==> src/rtl/tex_share_arb.sv <==
// Round-robin texture-unit share arbiter with per-requester credits and response routing.
// Optional per-requester stall counters are built when TEX_ARB_PERF_EN is defined.
module tex_share_arb #(
  parameter int NUM_INPUTS    = 4,
  parameter int NUM_LANES     = 4,
  parameter int TAG_WIDTH     = 8,
  parameter int LOD_BITS      = 4,
  parameter int STAGE_BITS    = 1,
  parameter int MAX_PENDING   = 8,
`ifdef TEX_ARB_PERF_EN
  parameter int PERF_CTR_BITS = 32,
`endif
  localparam int IDX_W  = (NUM_INPUTS > 1) ? $clog2(NUM_INPUTS) : 1,
  localparam int OTAG_W = TAG_WIDTH + IDX_W,
  localparam int CW     = 2 * NUM_LANES * 32,
  localparam int LW     = NUM_LANES * LOD_BITS,
  localparam int XW     = NUM_LANES * 32
) (
  input  logic                             clk,
  input  logic                             reset,
  input  logic [NUM_INPUTS-1:0]            req_valid_in,
  input  logic [NUM_INPUTS*NUM_LANES-1:0]  req_mask_in,
  input  logic [NUM_INPUTS*CW-1:0]         req_coords_in,
  input  logic [NUM_INPUTS*LW-1:0]         req_lod_in,
  input  logic [NUM_INPUTS*STAGE_BITS-1:0] req_stage_in,
  input  logic [NUM_INPUTS*TAG_WIDTH-1:0]  req_tag_in,
  output logic [NUM_INPUTS-1:0]            req_ready_in,
  output logic                             req_valid_out,
  output logic [NUM_LANES-1:0]             req_mask_out,
  output logic [CW-1:0]                    req_coords_out,
  output logic [LW-1:0]                    req_lod_out,
  output logic [STAGE_BITS-1:0]            req_stage_out,
  output logic [OTAG_W-1:0]                req_tag_out,
  input  logic                             req_ready_out,
  input  logic                             rsp_valid_in,
  input  logic [XW-1:0]                    rsp_texels_in,
  input  logic [OTAG_W-1:0]                rsp_tag_in,
  output logic                             rsp_ready_in,
  output logic [NUM_INPUTS-1:0]            rsp_valid_out,
  output logic [XW-1:0]                    rsp_texels_out,
  output logic [TAG_WIDTH-1:0]             rsp_tag_out,
  input  logic [NUM_INPUTS-1:0]            rsp_ready_out
`ifdef TEX_ARB_PERF_EN
  ,
  output logic [NUM_INPUTS*PERF_CTR_BITS-1:0] perf_stall_cycles
`endif
);

  localparam int PW = $clog2(MAX_PENDING + 1);

  logic [PW-1:0]         r_pend [NUM_INPUTS];
  logic [IDX_W-1:0]      r_rr;
  logic                  r_req_valid;
  logic [NUM_LANES-1:0]  r_mask;
  logic [CW-1:0]         r_coords;
  logic [LW-1:0]         r_lod;
  logic [STAGE_BITS-1:0] r_stage;
  logic [OTAG_W-1:0]     r_otag;
  logic                  r_rsp_valid;
  logic [IDX_W-1:0]      r_rsp_idx;
  logic [XW-1:0]         r_texels;
  logic [TAG_WIDTH-1:0]  r_rsp_tag;

  logic [NUM_INPUTS-1:0] w_elig;
  logic [NUM_INPUTS-1:0] w_rsp_fire;
  logic [IDX_W:0]        w_pos;
  logic [IDX_W-1:0]      w_win;
  logic [IDX_W-1:0]      w_rr_nxt;
  logic                  w_any;
  logic                  w_load;
  logic                  w_rsp_rdy;
  logic                  w_rsp_ok;
  logic                  w_underflow;
  logic [31:0]           w_rsp_idx32;

  logic [NUM_LANES-1:0]  w_sel_mask;
  logic [CW-1:0]         w_sel_coords;
  logic [LW-1:0]         w_sel_lod;
  logic [STAGE_BITS-1:0] w_sel_stage;
  logic [TAG_WIDTH-1:0]  w_sel_tag;

  always_comb begin
    for (int i = 0; i < NUM_INPUTS; i++)
      w_elig[i] = req_valid_in[i] &&
                  (r_pend[i] < PW'(MAX_PENDING));
  end

  // Scan from the round-robin pointer, wrapping modulo NUM_INPUTS.
  always_comb begin
    w_any = 1'b0;
    w_win = '0;
    w_pos = '0;
    for (int k = 0; k < NUM_INPUTS; k++) begin
      w_pos = {1'b0, r_rr} + (IDX_W+1)'(k);
      if (w_pos >= (IDX_W+1)'(NUM_INPUTS))
        w_pos = w_pos - (IDX_W+1)'(NUM_INPUTS);
      if (!w_any && w_elig[w_pos[IDX_W-1:0]]) begin
        w_any = 1'b1;
        w_win = w_pos[IDX_W-1:0];
      end
    end
  end

  assign w_load = !r_req_valid || req_ready_out;

  assign w_rr_nxt = (w_win == IDX_W'(NUM_INPUTS - 1)) ?
                    '0 : w_win + IDX_W'(1);

  always_comb begin
    for (int i = 0; i < NUM_INPUTS; i++)
      req_ready_in[i] = w_load && w_any &&
                        (w_win == IDX_W'(i));
  end

  always_comb begin
    w_sel_mask   = '0;
    w_sel_coords = '0;
    w_sel_lod    = '0;
    w_sel_stage  = '0;
    w_sel_tag    = '0;
    for (int i = 0; i < NUM_INPUTS; i++) begin
      if (w_win == IDX_W'(i)) begin
        w_sel_mask   = req_mask_in[i*NUM_LANES +: NUM_LANES];
        w_sel_coords = req_coords_in[i*CW +: CW];
        w_sel_lod    = req_lod_in[i*LW +: LW];
        w_sel_stage  = req_stage_in[i*STAGE_BITS +: STAGE_BITS];
        w_sel_tag    = req_tag_in[i*TAG_WIDTH +: TAG_WIDTH];
      end
    end
  end

  always_ff @(posedge clk) begin
    if (reset) begin
      r_req_valid <= 1'b0;
      r_rr        <= '0;
    end else if (w_load) begin
      r_req_valid <= w_any;
      if (w_any)
        r_rr <= w_rr_nxt;
    end
  end

  always_ff @(posedge clk) begin
    if (w_load && w_any) begin
      r_mask   <= w_sel_mask;
      r_coords <= w_sel_coords;
      r_lod    <= w_sel_lod;
      r_stage  <= w_sel_stage;
      r_otag   <= {w_sel_tag, w_win};
    end
  end

  assign req_valid_out  = r_req_valid;
  assign req_mask_out   = r_mask;
  assign req_coords_out = r_coords;
  assign req_lod_out    = r_lod;
  assign req_stage_out  = r_stage;
  assign req_tag_out    = r_otag;

  assign w_rsp_idx32 = 32'(rsp_tag_in[IDX_W-1:0]);
  assign w_rsp_ok    = w_rsp_idx32 < 32'(NUM_INPUTS);
  assign w_rsp_rdy   = !r_rsp_valid || rsp_ready_out[r_rsp_idx];
  assign rsp_ready_in = w_rsp_rdy;

  // An out-of-range index is consumed but never raises a valid.
  always_ff @(posedge clk) begin
    if (reset)
      r_rsp_valid <= 1'b0;
    else if (w_rsp_rdy)
      r_rsp_valid <= rsp_valid_in && w_rsp_ok;
  end

  always_ff @(posedge clk) begin
    if (w_rsp_rdy && rsp_valid_in) begin
      r_rsp_idx <= rsp_tag_in[IDX_W-1:0];
      r_texels  <= rsp_texels_in;
      r_rsp_tag <= rsp_tag_in[OTAG_W-1:IDX_W];
    end
  end

  always_comb begin
    rsp_valid_out = '0;
    for (int i = 0; i < NUM_INPUTS; i++)
      if (r_rsp_valid && (r_rsp_idx == IDX_W'(i)))
        rsp_valid_out[i] = 1'b1;
  end

  assign rsp_texels_out = r_texels;
  assign rsp_tag_out    = r_rsp_tag;
  assign w_rsp_fire     = rsp_valid_out & rsp_ready_out;

  always_ff @(posedge clk) begin
    for (int i = 0; i < NUM_INPUTS; i++) begin
      if (reset) begin
        r_pend[i] <= '0;
      end else begin
        case ({req_ready_in[i], w_rsp_fire[i]})
          2'b10:
            r_pend[i] <= r_pend[i] + PW'(1);
          2'b01:
            if (r_pend[i] != '0)
              r_pend[i] <= r_pend[i] - PW'(1);
          default: ;
        endcase
      end
    end
  end

  always_comb begin
    w_underflow = 1'b0;
    for (int i = 0; i < NUM_INPUTS; i++)
      if (w_rsp_fire[i] && !req_ready_in[i] &&
          (r_pend[i] == '0))
        w_underflow = 1'b1;
  end

  a_credit_underflow: assert property (
    @(posedge clk) disable iff (reset) !w_underflow);

  a_rsp_idx_range: assert property (
    @(posedge clk) disable iff (reset)
    !(rsp_valid_in && w_rsp_rdy && !w_rsp_ok));

`ifdef TEX_ARB_PERF_EN
  logic [PERF_CTR_BITS-1:0] r_perf [NUM_INPUTS];

  always_ff @(posedge clk) begin
    for (int i = 0; i < NUM_INPUTS; i++) begin
      if (reset)
        r_perf[i] <= '0;
      else if (req_valid_in[i] && !req_ready_in[i])
        r_perf[i] <= r_perf[i] + PERF_CTR_BITS'(1);
    end
  end

  always_comb begin
    for (int i = 0; i < NUM_INPUTS; i++)
      perf_stall_cycles[i*PERF_CTR_BITS +: PERF_CTR_BITS] = r_perf[i];
  end
`endif

endmodule

==> config.mk <==
export PLATFORM = sky130hd
export DESIGN_NAME = tex_share_arb
export DESIGN_NICKNAME = d
export VERILOG_FILES = /design/src/rtl/tex_share_arb.sv
export SDC_FILE = /design/constraint.sdc
export NUM_CORES = 1
export LEC_CHECK = 0
export BUFFER_PORTS_ARGS = -buffer_cell sky130_fd_sc_hd__buf_2
export CAP_MARGIN = 20
export CORE_AREA = 3 3 674 676
export CTS_CLUSTER_SIZE = 12
export DETAILED_ROUTE_END_ITERATION = 8
export DIE_AREA = 0 0 677 679
export PLACE_DENSITY = 0.3
export SLEW_MARGIN = 20
export SYNTH_ARGS = -nofsm -noshare
export SYNTH_HDL_FRONTEND = slang
export SYNTH_SLANG_ARGS = --single-unit
==> constraint.sdc <==
create_clock -name clk -period 6.6 [get_ports clk]
set_clock_uncertainty 0.05 [all_clocks]
set_input_delay 0.66 -clock clk [delete_from_list [all_inputs] [get_ports clk]]
set_output_delay 0.66 -clock clk [all_outputs]
set_load 0.01 [all_outputs]
==> results.ini, run 1 <==
[run_status]
status = complete, no violations

[setup_path]
crit_path_end_kind = output port
crit_type = flop to output port
worstRegToRegCells = 10
reg2reg_from = r_pend[1][3]$_DFFE_PP_
worstPathMaxFanout = 36
cp.required_ps = 5890
crit_path_start_kind = flop
r2r_end = req_coords_out[185]$_DFFE_PN_
rrSetupSlack_ps = 2000
cp_data_arrival_time_ps = 3960

[power]
peakVddDrop_mv = 0.1786
p_per_area_nw_per_um2 = 408.1
power_leakage_uw = 0.01671

[global_routing]
grt_max_degree = 183
grt_pass1_vias = 29940
grt_remaining_overflow = 0
antenna_found_initial = 215
grt_pass1_wl_mm = 380.4
grt_use_total = 0.1307

[yosys]
syn_inst = 2535
syn_area_um2 = 23800
synth_top_family_by_area = simple AND/OR/NAND/NOR gates
syn_nets = 3838
synth_edf_count = 441
ys_types = 52
synthSimpleGateAreaFrac = 0.1959
synth-seq-area-share = 0.5597
yosys-mux-area-fraction = 0.001367
avgSynthCellArea_um2 = 9.390
synth-seq-cells = 445
synth_xor_area_frac = 0.0007359
synth-main-ff-cell = edfxtp_1
synth-compound-area-share = 0.1948
ys_warn_count = 0
synth_top_area_frac = 0.5563
yosysTopAreaCell = edfxtp_1
synth_fa_ha_area_frac = 0.007148
ys_top_cells_by_area = edfxtp_1, a21oi_1, nand2_1, nand3b_1, o21ai_0
async_flop_share = 0

[cts]
cts_inserted_buffers = 83
clk_latency_ps = 810
cts.clk_slew.worst_paths_ps = 60
cts_tree = built
cts.htree.levels = 3
post_cts_resized = 0
cts_buffer_depth = 4
cts_setup_buffers = 0
root_buffer = clkbuf_16
cts_hold_buf = 198
cts_sinks = 445

[die]
start_util = 0.05304
num_rows = 246
io_pins = 1723
coreArea_um2 = 448800
die_h_um = 679
die_w_um = 677
die_area_um2 = 459700

[place]
place.gp.congestion = 0.9096
pre_cts_ws_ps = 1590
dp_hpwl_mm = 275.2
port_buffers = 1722
placed_area_um2 = 39730

[detailed_routing]
num_vias = 29620
dr.pass1.iters = 5
drc = 0
wl_per_cell_um = 30.21
drt_iter0_markers = 1885
ant_nets = 0
detail_route.vias_per_cell = 2.843
wirelength_mm = 314.8

[sta]
grt_setup_unrepaired = false
relSlewSlack = 0.2642
finalHoldViolCount = 0
min_period_ps = 4673
setup_tns_ps = 0
max_freq_mhz = 214.0
setup_viol = 0
worst_slack_ps = 1927
finalCritPeriodShare = 0.7080
tightestPinTransition_ps = 1100
drv_slew = 0

[flow_run]
maxCapViolCount = 0

[worst_hold_path]
holdPathStages = 3
holdPathEnd = req_coords_out[108]$_DFFE_PN_
hp-start = req_coords_in[876]
hp-class = input pin to flop

[layout]
fillers = 52460
drive_gt1_frac = 0.4330
final_nets = 5677
areaGrowthSynthToFinish_pct = 86.89
final_cell_area_um2 = 44490

metrics by stage:
stage          hold WS (ps)     util  total power, uW  instances
3_5_place_dp          477.0  0.08854            14170      10040
6_report              102.3  0.09913            18160      10420
3_3_place_gp          482.0  0.08849            14260      10040
4_1_cts               1.429  0.09895            19130      10390
5_1_grt               40.21  0.09899            19390      10400
2_1_floorplan         424.9        -             7961       2535
final cells by class:
cell class / count / area (um^2) / share of cell area
repair buffers: 1984 / 11260 / 0.2530
inverters: 20 / 91.34 / 0.002053
clock inverters: 49 / 533.0 / 0.01198
diodes: 33 / 82.58 / 0.001856
well taps: 5952 / 7447 / 0.1674
multi-input cells: 1840 / 9599 / 0.2158
clock buffers: 98 / 2155 / 0.04843
flip-flops and latches: 445 / 13320 / 0.2995
cell families after synthesis:
logic type | after synthesis
compound gates | 900
flops | 445
xor+xnor | 2
fa+ha+maj | 13
mux | 2
simple gates | 923
buf+inv | 250
worst max-delay path by stage:
stage / start / endpoint / slack [ps] / depth (start not counted)
detailed placement: req_valid_in[1] / req_coords_out[187]$_DFFE_PN_ / 1590 / 11
global placement: req_valid_in[1] / req_coords_out[212]$_DFFE_PN_ / 1430 / 11
finish: r_pend[0][3]$_DFFE_PP_ / req_ready_in[2] / 1930 / 8
floorplan: req_valid_in[1] / req_ready_in[2] / 650 / 6
CTS: r_pend[0][3]$_DFFE_PP_ / req_ready_in[0] / 1810 / 8
global route: r_pend[0][3]$_DFFE_PP_ / req_ready_in[0] / 1700 / 8
state kept, by name (all words and copies together), names as in the netlist, 2 cells and up:
signal          flops
req_coords_out    256
req_lod_out        16
req_tag_out        10
r_rsp_idx           2
req_mask_out        4
rsp_tag_out         8
r_pend             16
r_rr                2
rsp_texels_out    128
power breakdown:
group	internal (uW)	total [uW]	switching (uW)	leakage [uW]
clock	2720	4580	1870	0.00129
sequential	4400	4930	523	0.00454
combinational	2250	8640	6390	0.0109
total	9370	18200	8780	0.0167
Yosys cell counts (4+ instances only):
master      n
o21ai_0   286
a21oi_1   570
buf_2       7
a32oi_1     4
nand2b_1    4
dfxtp_1     4
ha_1       12
o31ai_1     5
nand3b_1  285
nor2b_1     8
nand4_1     5
nor4_1      4
nand2_1   572
o211ai_1    7
clkbuf_1  208
a221oi_1    5
nor3b_1     4
inv_1      18
nand3_1    18
buf_1      13
nor2_1     13
edfxtp_1  441
layer usage:
metal	GRT usage	share of wire
met1	0.1379	0.36
met2	0.2394	0.51
met3	0.05429	0.098
met4	0.03034	0.029
met5	0	0.0025
placed cells by master, fill, tap and decap left out, types with 4 or more instances in the layout:
master / count
nor3b_1: 4
dfxtp_1: 4
a221oi_1: 5
o211ai_1: 7
nand3b_1: 285
buf_12: 14
nor2b_1: 8
inv_1: 18
diode_2: 33
clkinv_2: 9
nand2_1: 572
o31ai_1: 5
nor4_1: 4
nand2b_1: 4
a21oi_1: 563
edfxtp_1: 441
a21oi_2: 7
nand3_1: 18
buf_2: 1722
a32oi_1: 4
clkinv_1: 15
clkbuf_16: 84
o21ai_0: 286
buf_4: 50
clkbuf_1: 14
dlygate4sd3_1: 198
nor2_1: 13
nand4_1: 5
clkinvlp_4: 6
ha_1: 8
clkinv_4: 5
ha_4: 4
bufinv_16: 10
critical path, stage by stage (launching register included):
cell	delay [ps]
edfxtp_1	530
or2b_4	340
o22ai_1	160
a32oi_1	130
nand3_1	280
ha_4	770
buf_4	550
and2_1	190
buf_2	120
Note: power is estimated with default switching activity, not from simulation.
==> run 2: changes to the inputs <==
==> constraint.sdc (replaced) <==
create_clock -name clk -period 4.75 [get_ports clk]
set_clock_uncertainty 0.05 [all_clocks]
set_input_delay 0.475 -clock clk [delete_from_list [all_inputs] [get_ports clk]]
set_output_delay 0.475 -clock clk [all_outputs]
set_load 0.01 [all_outputs]
==> results.ini, run 2 (same netlist as run 1, synthesis figures left out) <==
[run_status]
status = complete, no violations

[setup_path]
r2r_end = req_coords_out[215]$_DFFE_PN_
cp.required_ps = 5260  ; -630 ps
rrSetupSlack_ps = 290  ; -1710 ps
worstPathMaxFanout = 77  ; +110%
cp_data_arrival_time_ps = 4970  ; +1010 ps
crit_path_end_kind = flop
reg2reg_from = r_pend[1][3]$_DFFE_PP_
worstRegToRegCells = 12  ; +2
crit_type = flop to flop
crit_path_start_kind = flop
worst_path_max_delay_cell = dlygate4sd3_1
crit_chain = or2b_2 > a32oi_1 > and3_1 > ha_4 > buf_4 > buf_12 > buf_4 > nand3b_1 > a21oi_1 > a21oi_1 > o21ai_0 > dlygate4sd3_1
cpPeakStageDelay_ps = 560  ; -210 ps

[sta]
max_freq_mhz = 224.4
finalHoldViolCount = 0  ; unchanged
finalCritPeriodShare = 0.9381
worst_hold_slack_ps = 54.06  ; -48.26 ps
drv_slew = 0  ; unchanged
setup_tns_ps = 0  ; unchanged
min_period_ps = 4456
grt_setup_unrepaired = false
tightestPinTransition_ps = 961.8  ; -137.8 ps
relSlewSlack = 0.3588  ; +0.09460
setup_viol = 0  ; unchanged

[layout]
fillers = 52350  ; -0.21%
fin_util = 0.1068  ; +0.007664
final_nets = 6025  ; +6.1%
areaGrowthSynthToFinish_pct = 101.3
final_cell_mix = buf_2, nand2_1, a21oi_1
largest_reg_flops = 256  ; unchanged
drive_gt1_frac = 0.4140  ; -0.01907
final_common_cell = buf_2
final_cells = 10800  ; +3.6%

[place]
dp_hpwl_mm = 274.6  ; -0.23%
place.gp.congestion = 0.9303  ; +2.3%
port_buffers = 1722  ; unchanged
dp_cells = 10110  ; +0.64%

[detailed_routing]
dr.pass1.iters = 6  ; +1
drt_iter0_markers = 2222  ; +18%
wirelength_mm = 314.1  ; -0.22%
ant_nets = 0  ; unchanged
wl_per_cell_um = 29.09  ; -3.7%
detail_route.vias_per_cell = 2.876  ; +1.2%
drc = 0  ; unchanged
num_vias = 31050  ; +4.8%

[power]
p_sw_frac = 0.4693  ; -0.01439
p_clk_frac = 0.237  ; -0.015
p_per_area_nw_per_um2 = 548.7  ; +34%
power_switching_uw = 12340  ; +41%
pwr-share-comb = 0.505  ; +0.029
fin_total_pwr_uw = 26300  ; +45%
p_int_uw = 13960  ; +49%
power_leakage_uw = 0.01835  ; +9.8%
seq_power_share = 0.258  ; -0.013
peakVddDrop_mv = 0.2292  ; +28%

[cts]
cts_sinks = 445  ; unchanged
cts.clk_slew.worst_paths_ps = 60  ; about the same
cts_tree = built
cts_hold_buf = 484  ; +140%
cts_setup_buffers = 0  ; unchanged
cts.htree.levels = 3  ; unchanged
cts_inserted_buffers = 81  ; -2.4%
root_buffer = clkbuf_16
clk_latency_ps = 810  ; about the same
post_cts_resized = 0  ; unchanged
cts_buffer_depth = 4  ; unchanged

[die]
num_rows = 246  ; unchanged
die_w_um = 677  ; unchanged
die_area_um2 = 459700  ; unchanged
coreArea_um2 = 448800  ; unchanged
io_pins = 1723  ; unchanged
die_h_um = 679  ; unchanged
start_util = 0.05304  ; unchanged

[worst_hold_path]
holdPathEnd = req_coords_out[53]$_DFFE_PN_
hp-start = req_coords_in[821]
hp-class = input pin to flop
holdPathStages = 3  ; unchanged

[global_routing]
grt_max_degree = 93  ; -49%
grt_remaining_overflow = 0  ; unchanged
grt_pass1_vias = 31300  ; +4.5%
grt_use_total = 0.1302  ; -0.0004377
grt_pass1_wl_mm = 381.7  ; +0.34%
antenna_found_initial = 214  ; -0.47%

[flow_run]
maxCapViolCount = 0  ; unchanged

run 2: cell types whose count changed in the layout (fill, tap and decap cells not counted), moves of 2 or more:
cell,previous run,this run
clkinv_2,9,12
clkinv_1,15,11
clkinv_4,5,3
diode_2,33,65
a21oi_1,563,570
buf_4,50,104
buf_12,14,23
clkbuf_1,14,11
clkbuf_16,84,82
a21oi_2,7,0
dlygate4sd3_1,198,484
run 2: final cells by class:
cell class              instances  area, um^2  area share
multi-input cells            1840        9575      0.1998
well taps                    5952        7447      0.1554
clock inverters                46       514.2     0.01073
flip-flops and latches        445       13320      0.2780
diodes                         65       162.7    0.003394
inverters                      20       91.34    0.001906
clock buffers                  93        2093     0.04368
repair buffers               2334       14720      0.3071
run 2: worst max-delay path, delay by kind of cell (launching register included):
family,cells,cell delay [ps]
adder cells (fa/ha/maj),1,230
flip-flops,1,510
AND/OR/NAND/NOR,3,890
AO/OA/AOI/OAI,4,870
buffers and inverters,4,1340
run 2: worst max-delay path by stage:
| stage | from | end | cells past startpoint |
|---|---|---|---|
| 5_1_grt | r_pend[0][3]$_DFFE_PP_ | req_coords_out[151]$_DFFE_PN_ | 12 |
| 3_3_place_gp | req_valid_in[0] | req_coords_out[224]$_DFFE_PN_ | 12 |
| 4_1_cts | r_pend[0][3]$_DFFE_PP_ | req_coords_out[151]$_DFFE_PN_ | 12 |
| 2_1_floorplan | req_valid_in[1] | req_ready_in[2] | 6 |
| 6_report | r_pend[1][3]$_DFFE_PP_ | req_coords_out[215]$_DFFE_PN_ | 12 |
| 3_5_place_dp | req_valid_in[1] | req_coords_out[151]$_DFFE_PN_ | 12 |
run 2: power groups by stage:
stage / registers [uW] / logic, uW / clock network (uW)
finish: 6780 / 13300 / 6230
global placement: 6920 / 13000 / 0
floorplan: 7210 / 3820 / 0
global route: 6930 / 14400 / 6710
CTS: 6870 / 14000 / 6660
detailed placement: 6890 / 13000 / 0
run 2: layer usage:
metal / track usage / vias up / wire length, um / part of all wire
li1: - / 13640 / - / -
met3: 0.04516 / 354 / 26670 / 0.085
met1: 0.1445 / 15360 / 118300 / 0.38
met2: 0.2375 / 1605 / 160200 / 0.51
met4: 0.02816 / 86 / 8408 / 0.027
met5: 0 / - / 566 / 0.0018
run 2: per-stage QoR:
step                      cell area, um^2  worst slack, ps
after detailed placement            40310            320.2
after global placement              40290            215.3
after floorplan                     23810            704.2
final                               47930            294.0
after CTS                           47760            302.6
after global routing                47790            166.1
